[src/rtl/seq_multiplier_pkg.sv]
// Shared definitions for the sequential shift-and-add multiplier.
package seq_multiplier_pkg;

   localparam int DEF_WIDTH = 32;

   // 2'b11 is unused; the FSM treats it as IDLE.
   typedef enum logic [1:0] {
      S_IDLE = 2'b00,
      S_RUN  = 2'b01,
      S_DONE = 2'b10
   } state_t;

endpackage

[src/rtl/seq_multiplier_if.sv]
// Start/busy/done handshake plus operands and product between issue logic and multiplier.
interface seq_multiplier_if
   import seq_multiplier_pkg::*;
#(
   parameter int WIDTH = DEF_WIDTH
) ();

   logic             start;
   logic [WIDTH-1:0] a;
   logic [WIDTH-1:0] b;
   logic             busy;
   logic             done;
   logic [WIDTH-1:0] product_hi;
   logic [WIDTH-1:0] product_lo;

   // Issuing control logic side.
   modport master (
      output start, a, b,
      input  busy, done, product_hi, product_lo
   );

   // Multiplier side.
   modport slave (
      input  start, a, b,
      output busy, done, product_hi, product_lo
   );

endinterface

[src/rtl/seq_multiplier_mul_step.sv]
// One shift-and-add iteration built around a single WIDTH-bit adder with carry-out.
module mul_adder
   import seq_multiplier_pkg::*;
#(
   parameter int WIDTH = DEF_WIDTH
) (
   input  logic [WIDTH-1:0] x,
   input  logic [WIDTH-1:0] y,
   output logic [WIDTH-1:0] sum,
   output logic             carry
);

   // Carry-in is tied to 0; the carry-out belongs to the product.
   assign {carry, sum} = {1'b0, x} + {1'b0, y};

endmodule

module mul_step
   import seq_multiplier_pkg::*;
#(
   parameter int WIDTH = DEF_WIDTH
) (
   input  logic [WIDTH-1:0] p_hi,
   input  logic [WIDTH-1:0] p_lo,
   input  logic [WIDTH-1:0] m,
   output logic [WIDTH-1:0] next_hi,
   output logic [WIDTH-1:0] next_lo
);

   logic [WIDTH-1:0] addend;
   logic [WIDTH-1:0] sum;
   logic             carry;

   // Adding zero when the multiplier bit is clear keeps one adder in the path.
   assign addend = p_lo[0] ? m : '0;

   mul_adder #(.WIDTH(WIDTH)) u_adder (
      .x     (p_hi),
      .y     (addend),
      .sum   (sum),
      .carry (carry)
   );

   // Shift {carry, sum, p_lo} right by one: carry enters the MSB, sum[0] moves into p_lo.
   assign next_hi = {carry, sum[WIDTH-1:1]};
   assign next_lo = {sum[0], p_lo[WIDTH-1:1]};

endmodule

[src/rtl/seq_multiplier.sv]
// Multi-cycle unsigned multiplier: FSM, iteration counter and product registers.
module seq_multiplier
   import seq_multiplier_pkg::*;
#(
   parameter int WIDTH = DEF_WIDTH
) (
   input  logic              clk,
   input  logic              rst_n,
   seq_multiplier_if.slave   bus
);

   localparam int CNT_W = $clog2(WIDTH);
   localparam logic [CNT_W-1:0] LAST_CNT = CNT_W'(WIDTH - 1);

   state_t           state;
   logic [CNT_W-1:0] cnt;
   logic [WIDTH-1:0] m;
   logic [WIDTH-1:0] p_hi;
   logic [WIDTH-1:0] p_lo;
   logic [WIDTH-1:0] next_hi;
   logic [WIDTH-1:0] next_lo;
   logic             busy_r;
   logic             done_r;

   mul_step #(.WIDTH(WIDTH)) u_step (
      .p_hi    (p_hi),
      .p_lo    (p_lo),
      .m       (m),
      .next_hi (next_hi),
      .next_lo (next_lo)
   );

   // FSM with registered busy/done; one partial product retired per RUN cycle.
   always_ff @(posedge clk) begin
      if (!rst_n) begin
         state  <= S_IDLE;
         busy_r <= 1'b0;
         done_r <= 1'b0;
         m      <= '0;
         p_hi   <= '0;
         p_lo   <= '0;
         cnt    <= '0;
      end else begin
         case (state)
            S_IDLE: begin
               if (bus.start) begin
                  m      <= bus.a;
                  p_hi   <= '0;
                  p_lo   <= bus.b;
                  cnt    <= '0;
                  busy_r <= 1'b1;
                  state  <= S_RUN;
               end
            end
            S_RUN: begin
               p_hi <= next_hi;
               p_lo <= next_lo;
               cnt  <= cnt + CNT_W'(1);
               if (cnt == LAST_CNT) begin
                  done_r <= 1'b1;
                  state  <= S_DONE;
               end
            end
            S_DONE: begin
               busy_r <= 1'b0;
               done_r <= 1'b0;
               state  <= S_IDLE;
            end
            default: begin
               busy_r <= 1'b0;
               done_r <= 1'b0;
               state  <= S_IDLE;
            end
         endcase
      end
   end

   assign bus.busy       = busy_r;
   assign bus.done       = done_r;
   assign bus.product_hi = p_hi;
   assign bus.product_lo = p_lo;

endmodule
[src/flat_wrapper.sv]
// flat-port wrapper written by rule: the top's interface ports become plain ports
module seq_multiplier_flat import seq_multiplier_pkg::*;
#(
   parameter int WIDTH = DEF_WIDTH
)
  (clk, rst_n, bus_start, bus_a, bus_b, bus_busy, bus_done, bus_product_hi, bus_product_lo);
  seq_multiplier_if #(.WIDTH(WIDTH)) bus_i ();
  input  logic clk;
  input  logic rst_n;
  input wire logic [$bits(bus_i.start)-1:0] bus_start;
  input wire logic [$bits(bus_i.a)-1:0] bus_a;
  input wire logic [$bits(bus_i.b)-1:0] bus_b;
  output wire logic [$bits(bus_i.busy)-1:0] bus_busy;
  output wire logic [$bits(bus_i.done)-1:0] bus_done;
  output wire logic [$bits(bus_i.product_hi)-1:0] bus_product_hi;
  output wire logic [$bits(bus_i.product_lo)-1:0] bus_product_lo;
  assign bus_i.start = bus_start;
  assign bus_i.a = bus_a;
  assign bus_i.b = bus_b;
  assign bus_busy = bus_i.busy;
  assign bus_done = bus_i.done;
  assign bus_product_hi = bus_i.product_hi;
  assign bus_product_lo = bus_i.product_lo;
  seq_multiplier #(.WIDTH(WIDTH)) u_core (.clk(clk), .rst_n(rst_n), .bus(bus_i));
endmodule
[config.mk]
export PLATFORM = sky130hd
export DESIGN_NAME = seq_multiplier_flat
export DESIGN_NICKNAME = d
export VERILOG_FILES = /design/src/rtl/seq_multiplier_pkg.sv /design/src/rtl/seq_multiplier_if.sv /design/src/rtl/seq_multiplier_mul_step.sv /design/src/rtl/seq_multiplier.sv /design/src/flat_wrapper.sv
export SDC_FILE = /design/constraint.sdc
export NUM_CORES = 1
export LEC_CHECK = 0
export CORE_ASPECT_RATIO = 0.6
export CORE_MARGIN = 4
export CORE_UTILIZATION = 35
export CTS_CLUSTER_SIZE = 25
export DETAILED_ROUTE_END_ITERATION = 12
export GPL_ROUTABILITY_DRIVEN = 0
export RECOVER_POWER = 25
export SYNTH_ARGS = -nofsm -noshare
export SYNTH_HDL_FRONTEND = slang
export SYNTH_SLANG_ARGS = --single-unit
[constraint.sdc]
create_clock -name clk -period 2.4 [get_ports clk]
set_input_delay 0.48 -clock clk [delete_from_list [all_inputs] [get_ports clk]]
set_output_delay 0.48 -clock clk [all_outputs]
set_load 0.03 [all_outputs]
Yosys cells after proc, flatten, opt, wreduce, memory -nomap -nowiden. Cells that the tools add are included.

Register bits after elaboration: 105. Input port bits: 67. Logic and storage cells: 36.

$add $sub $neg: 2. Equality and inequality tests: 4. Muxes and demuxes: 14. Bitwise logic cells: 2. Reductions and logical operators: 7.

Operators by type and width (count): one-hot mux 32 bit (2 select lines) (2); two-way mux 32 bit (3); adder 32 x 32 -> 33 bit (1); one-hot mux 5 bit (2 select lines) (1); AND reduction 2 bit (5); adder 5 x 1 -> 5 bit, second input constant (1); == test 5 bit, second input constant (1); two-way mux 5 bit (1); two-way mux 2 bit (2); one-hot mux 1 bit (2 select lines) (2); one-hot mux 2 bit (2 select lines) (1); == test 2 x 1 -> 1 bit, second input constant (1); logical NOT 2 bit (1); two-way mux 1 bit (2); inequality test 2 x 1 -> 1 bit, second input constant (1); inequality test 2 bit, second input constant (1); inverter 1 bit (2); nonzero test 2 bit (1).

Depth between registers and ports, before layout.
Depth in word-level cells: 3. Mapped depth: 12.

By module. From an unflattened synthesis, not the netlist that was laid out.

Cells, all modules: 841. Area total of the unflattened synthesis: 6565.0 um2.

By module, submodules not included: seq_multiplier (times used 1, cells each 502, area an instance 4142.7 um2, seq. area each 2102.0 um2); mul_adder (times used 1, cells each 272, area an instance 1926.8 um2, seq. area each 0.0 um2); mul_step (times used 1, cells each 67, area an instance 495.5 um2, seq. area each 0.0 um2).

Worst setup path before layout. OpenSTA, ideal clock, no wires.

Path kind: register to register. From: reg u_core.p_lo[0] (netlist: u_core.bus.product_lo[0]). To: reg u_core.p_hi[27] (netlist: u_core.bus.product_hi[27]). Arrival time: 2668 ps. Required time: 2281 ps. Setup slack: -387 ps. Cell stages (with the launch flop): 12. Path buffers: 1. Cell sequence: dfxtp_1 > clkbuf_1 > nand2_1 > fa_1 > nand2b_1 > a21oi_2 > a21oi_2 > a21o_1 > o31a_2 > o21a_1 > xor2_1 > o21ai_1.

Longest elaborated chain between the ends: 3.

Ends and longest elaborated chain: start: declaration (RTL line seq_multiplier.sv:19) `logic [WIDTH-1:0] p_lo;`; start signal: assignment (RTL line seq_multiplier.sv:49) `p_lo <= bus.b;`; start signal: assignment (RTL line seq_multiplier.sv:57) `p_lo <= next_lo;`; two-way mux 32 bit (RTL line seq_multiplier_mul_step.sv:35) `assign addend = p_lo[0] ? m : '0;`; adder 32 x 32 -> 33 bit (RTL line seq_multiplier_mul_step.sv:14) `assign {carry, sum} = {1'b0, x} + {1'b0, y};`; one-hot mux 32 bit (2 select lines) (RTL line seq_multiplier.sv:44) `case (state)`; end signal: assignment (RTL line seq_multiplier.sv:56) `p_hi <= next_hi;`; end: declaration (RTL line seq_multiplier.sv:18) `logic [WIDTH-1:0] p_hi;`.

Every way passes these cells. A chain may end at the register's enable or synchronous reset.

Worst setup path after layout.
From: reg u_core.p_lo[0] (netlist: u_core.bus.product_lo[0]). To: reg u_core.p_hi[22] (netlist: u_core.bus.product_hi[22]).

Same word-level chain as after synthesis.

==> impl_results.md <==
* CTS tree: done
* Site Rows at 35
* Via count at about 5.5k
* GRT Resource Usage Total at a little under a fifth
* Maximum clock rate at ~390 MHz
* Hold_buf cts at 0
* Hold Startpoint: u_core.m[20]
* Worst EP arrival at ~2800 ps
* DPL Wire Length at between 10 and 15 mm
* IO Count at around 130
* Commonest non-fill, non-tap cell in the layout: clkdlybuf4s50_1
* Port Buffers at about 130
* Largest net degree at the start of global routing at a little over 40
* Reg clk slew, reported paths at ~80 ps
* RSZ-0062 raised after global routing: yes
* Hold Vio Cnt, Final at 0
* Longest Clk Path Bufs at 2
* Most frequent cells in the layout: 131 x clkdlybuf4s50_1, 123 x nand2_1, 103 x dfxtp_1
* H-tree depth at 3
* Seq/Total Area, Yosys at 37.9%
* Worst relative slew slack at between 40% and 50%
* Synthesis-stage register bit count at about 110
* Crit path buffers/inverters at 3
* Failing checks: setup timing
* Congestion Overflow GR at 0
* Fin nets at 988
* Die Y at 106 um
* Outcome: complete, but fails checks
* Share of cells above drive strength 1 at a little under a fifth
* Skew final at between 10 and 15 ps
* Measured slew at the worst slew-check pin at 857 ps
* Antenna violations before repair at 0
* CP Launch Type: flop
* Dpl cells at 1070
* Core Area at about 15000 sq um
* CP Class: reg -> reg
* Post-route insts no fill at 1095
* DRT antenna net count at 0
* CP Capture Type: flop
* First-pass GRT wire length at 27.8 mm
* FFs w/ async S/R, synth at 0%
* Mean Syn Cell Area at around 8 sq um
* Primary FF master, synth: dfxtp_1
* DRC at 0
* Pwr dens at 504 nW/um^2
* Post-synth EDFFs at 0
* Crit path largest cell delay at around 370 ps
* Max Slew Vio Count at 0
* Mapped Nets at around 800
* Number of global-route vias before repair at about 5.5k
* Pleak at approximately 3.3 nW
* CP Launch Point: u_core.bus.product_lo[0]
* Crit-path slowest cell: dfxtp_4
* Post-layout minimum cycle time at between 2000 and 3000 ps
* Synth Instances at between 600 and 700
* 1st-iter DRT viols at 340
* Final Power at 4.20 mW
* Number of fill cells in the layout at about 1.4k
* CP Cell Sequence: buf_12 -> and2_4 -> ha_4 -> o211ai_1 -> o211ai_2 -> a31oi_4 -> o31ai_4 -> a21o_1 -> buf_4 -> buf_6 -> xnor2_1 -> o21ai_0
* Drt wl/cell at between 15 and 20 um
* Pre-antenna DRT Iters at 6
* CTS root buf: clkbuf_16
* Setup ws final at -159 ps
* CP Data Required Time at ~2600 ps
* Synth unique cells at 54
* Final number of setup-violating endpoints at 14
* Worst reg2reg startpoint: u_core.bus.product_lo[0]
* Placement Setup Slack at -231 ps
* Synth-to-Final Area Change at 50.0%
* HP Class: reg -> reg
* Inserted Clock Buffers at 9
* Die width at approximately 170 um
* Mapped Area at about 5500 sq um
* Tcrit/Tclk final at 107%
* # clock sinks at approximately 110
* Final Util at a little over half
* Die Footprint at ~18000 sq um
* Worst-path fanout max at 16
* Ys Warns at 0
* Max cap viols at 0
* Vias/cell at about 5
* Peak supply drop at between 0.0004 and 0.0005 V
* Top delay family on crit path: compound AO/OA/AOI/OAI gates
* Clk Latency, worst-skew pair at 350 ps
* Initial Util at 36.0%
* DRT Wirelength at around 17 mm
[registers in the layout, indices dropped and copies added, names as in the netlist]
name,count
u_core.bus.busy,1
u_core.bus.done,1
u_core.bus.product_hi,32
u_core.bus.product_lo,32
u_core.cnt,5
u_core.m,32
u_core.state,2
[path summary, 6_finish.rpt]
| path | to | slack (ps) | depth (start not counted) |
|---|---|---|---|
| min reg2reg | u_core.m[20] | 460 | 2 |
| min | u_core.m[20] | 460 | 2 |
| max | u_core.bus.product_hi[22] | -160 | 12 |
| max reg2reg | u_core.bus.product_hi[22] | -160 | 12 |
[metal layers]
| metal | global-route usage [%] | up-vias | routed length [um] |
|---|---|---|---|
| met5 | 0 | - | 0 |
| met4 | 3.19 | 0 | 99 |
| met3 | 4.46 | 9 | 1020 |
| met2 | 26.9 | 127 | 7250 |
| met1 | 28.5 | 2597 | 8980 |
| li1 | - | 2815 | - |
[worst reg2reg max path, delay by kind of cell, from the launching register on]
family | cells | cell delay (ps)
DFF | 1 | 370
and+or+nand+nor | 1 | 160
xor gates and xnor gates | 1 | 120
buffers and inverters | 3 | 380
adders and majority gates | 1 | 290
AOI/OAI and AO/OA | 6 | 1140
[power by group]
group	total, mW	internal, mW	switching [mW]
clock network	1.50	0.739	0.758
registers	1.91	1.84	0.0740
logic	0.785	0.354	0.430
total	4.20	2.93	1.26
[through the flow]
step / cell area [sq um] / TNS [ps] / hold slack [ps]
after global placement: 7650 / -525 / 442
after global routing: 8320 / -2890 / 480
final: 8320 / -1050 / 456
after detailed placement: 7650 / -1270 / 444
after CTS: 8180 / -659 / 455
after floorplan: 5660 / -127 / 432
[Yosys cell counts (6+ instances only)]
library cell,number,area [sq um]
a21o_1,12,90.1
nand2_1,125,469
xor2_1,11,96.3
nor2_1,91,342
xnor2_1,17,149
a21oi_1,66,330
and2_1,33,206
buf_1,8,30.0
nand2b_1,6,37.5
o21ai_0,44,220
o221ai_1,32,280
clkbuf_1,28,105
dfxtp_1,105,2100
inv_1,10,37.5
ha_1,34,425
o21ai_1,7,35.0
nand3_1,7,35.0
[cell type report]
class	count	area, sq um	area share, %
Antenna cell	1	2.50	0.0301
Clock buffer	9	225	2.71
Clock inverter	7	72.6	0.872
Inverter	10	37.5	0.451
Multi-Input combinational cell	544	3640	43.7
Sequential cell	105	2110	25.3
Tap cell	203	254	3.05
Timing Repair Buffer	216	1980	23.8
[logic make-up after synthesis]
| kind of cell | share of synthesized area (%) |
|---|---|
| DFF | 37.9 |
| adders and majority gates | 8.03 |
| and+or+nand+nor | 21.3 |
| xor gates and xnor gates | 4.42 |
| AOI/OAI and AO/OA | 24.5 |
| buffers and inverters | 3.79 |
[what timing repair did]
| action | 4_1_cts | 5_1_grt |
|---|---|---|
| gates resized for setup | 37 | 24 |
| buffers inserted | 2 | 6 |
| setup endpoints to repair | 15 | 18 |
| pin swaps | 10 | 8 |
No activity file was read; power rests on OpenSTA's default activity.
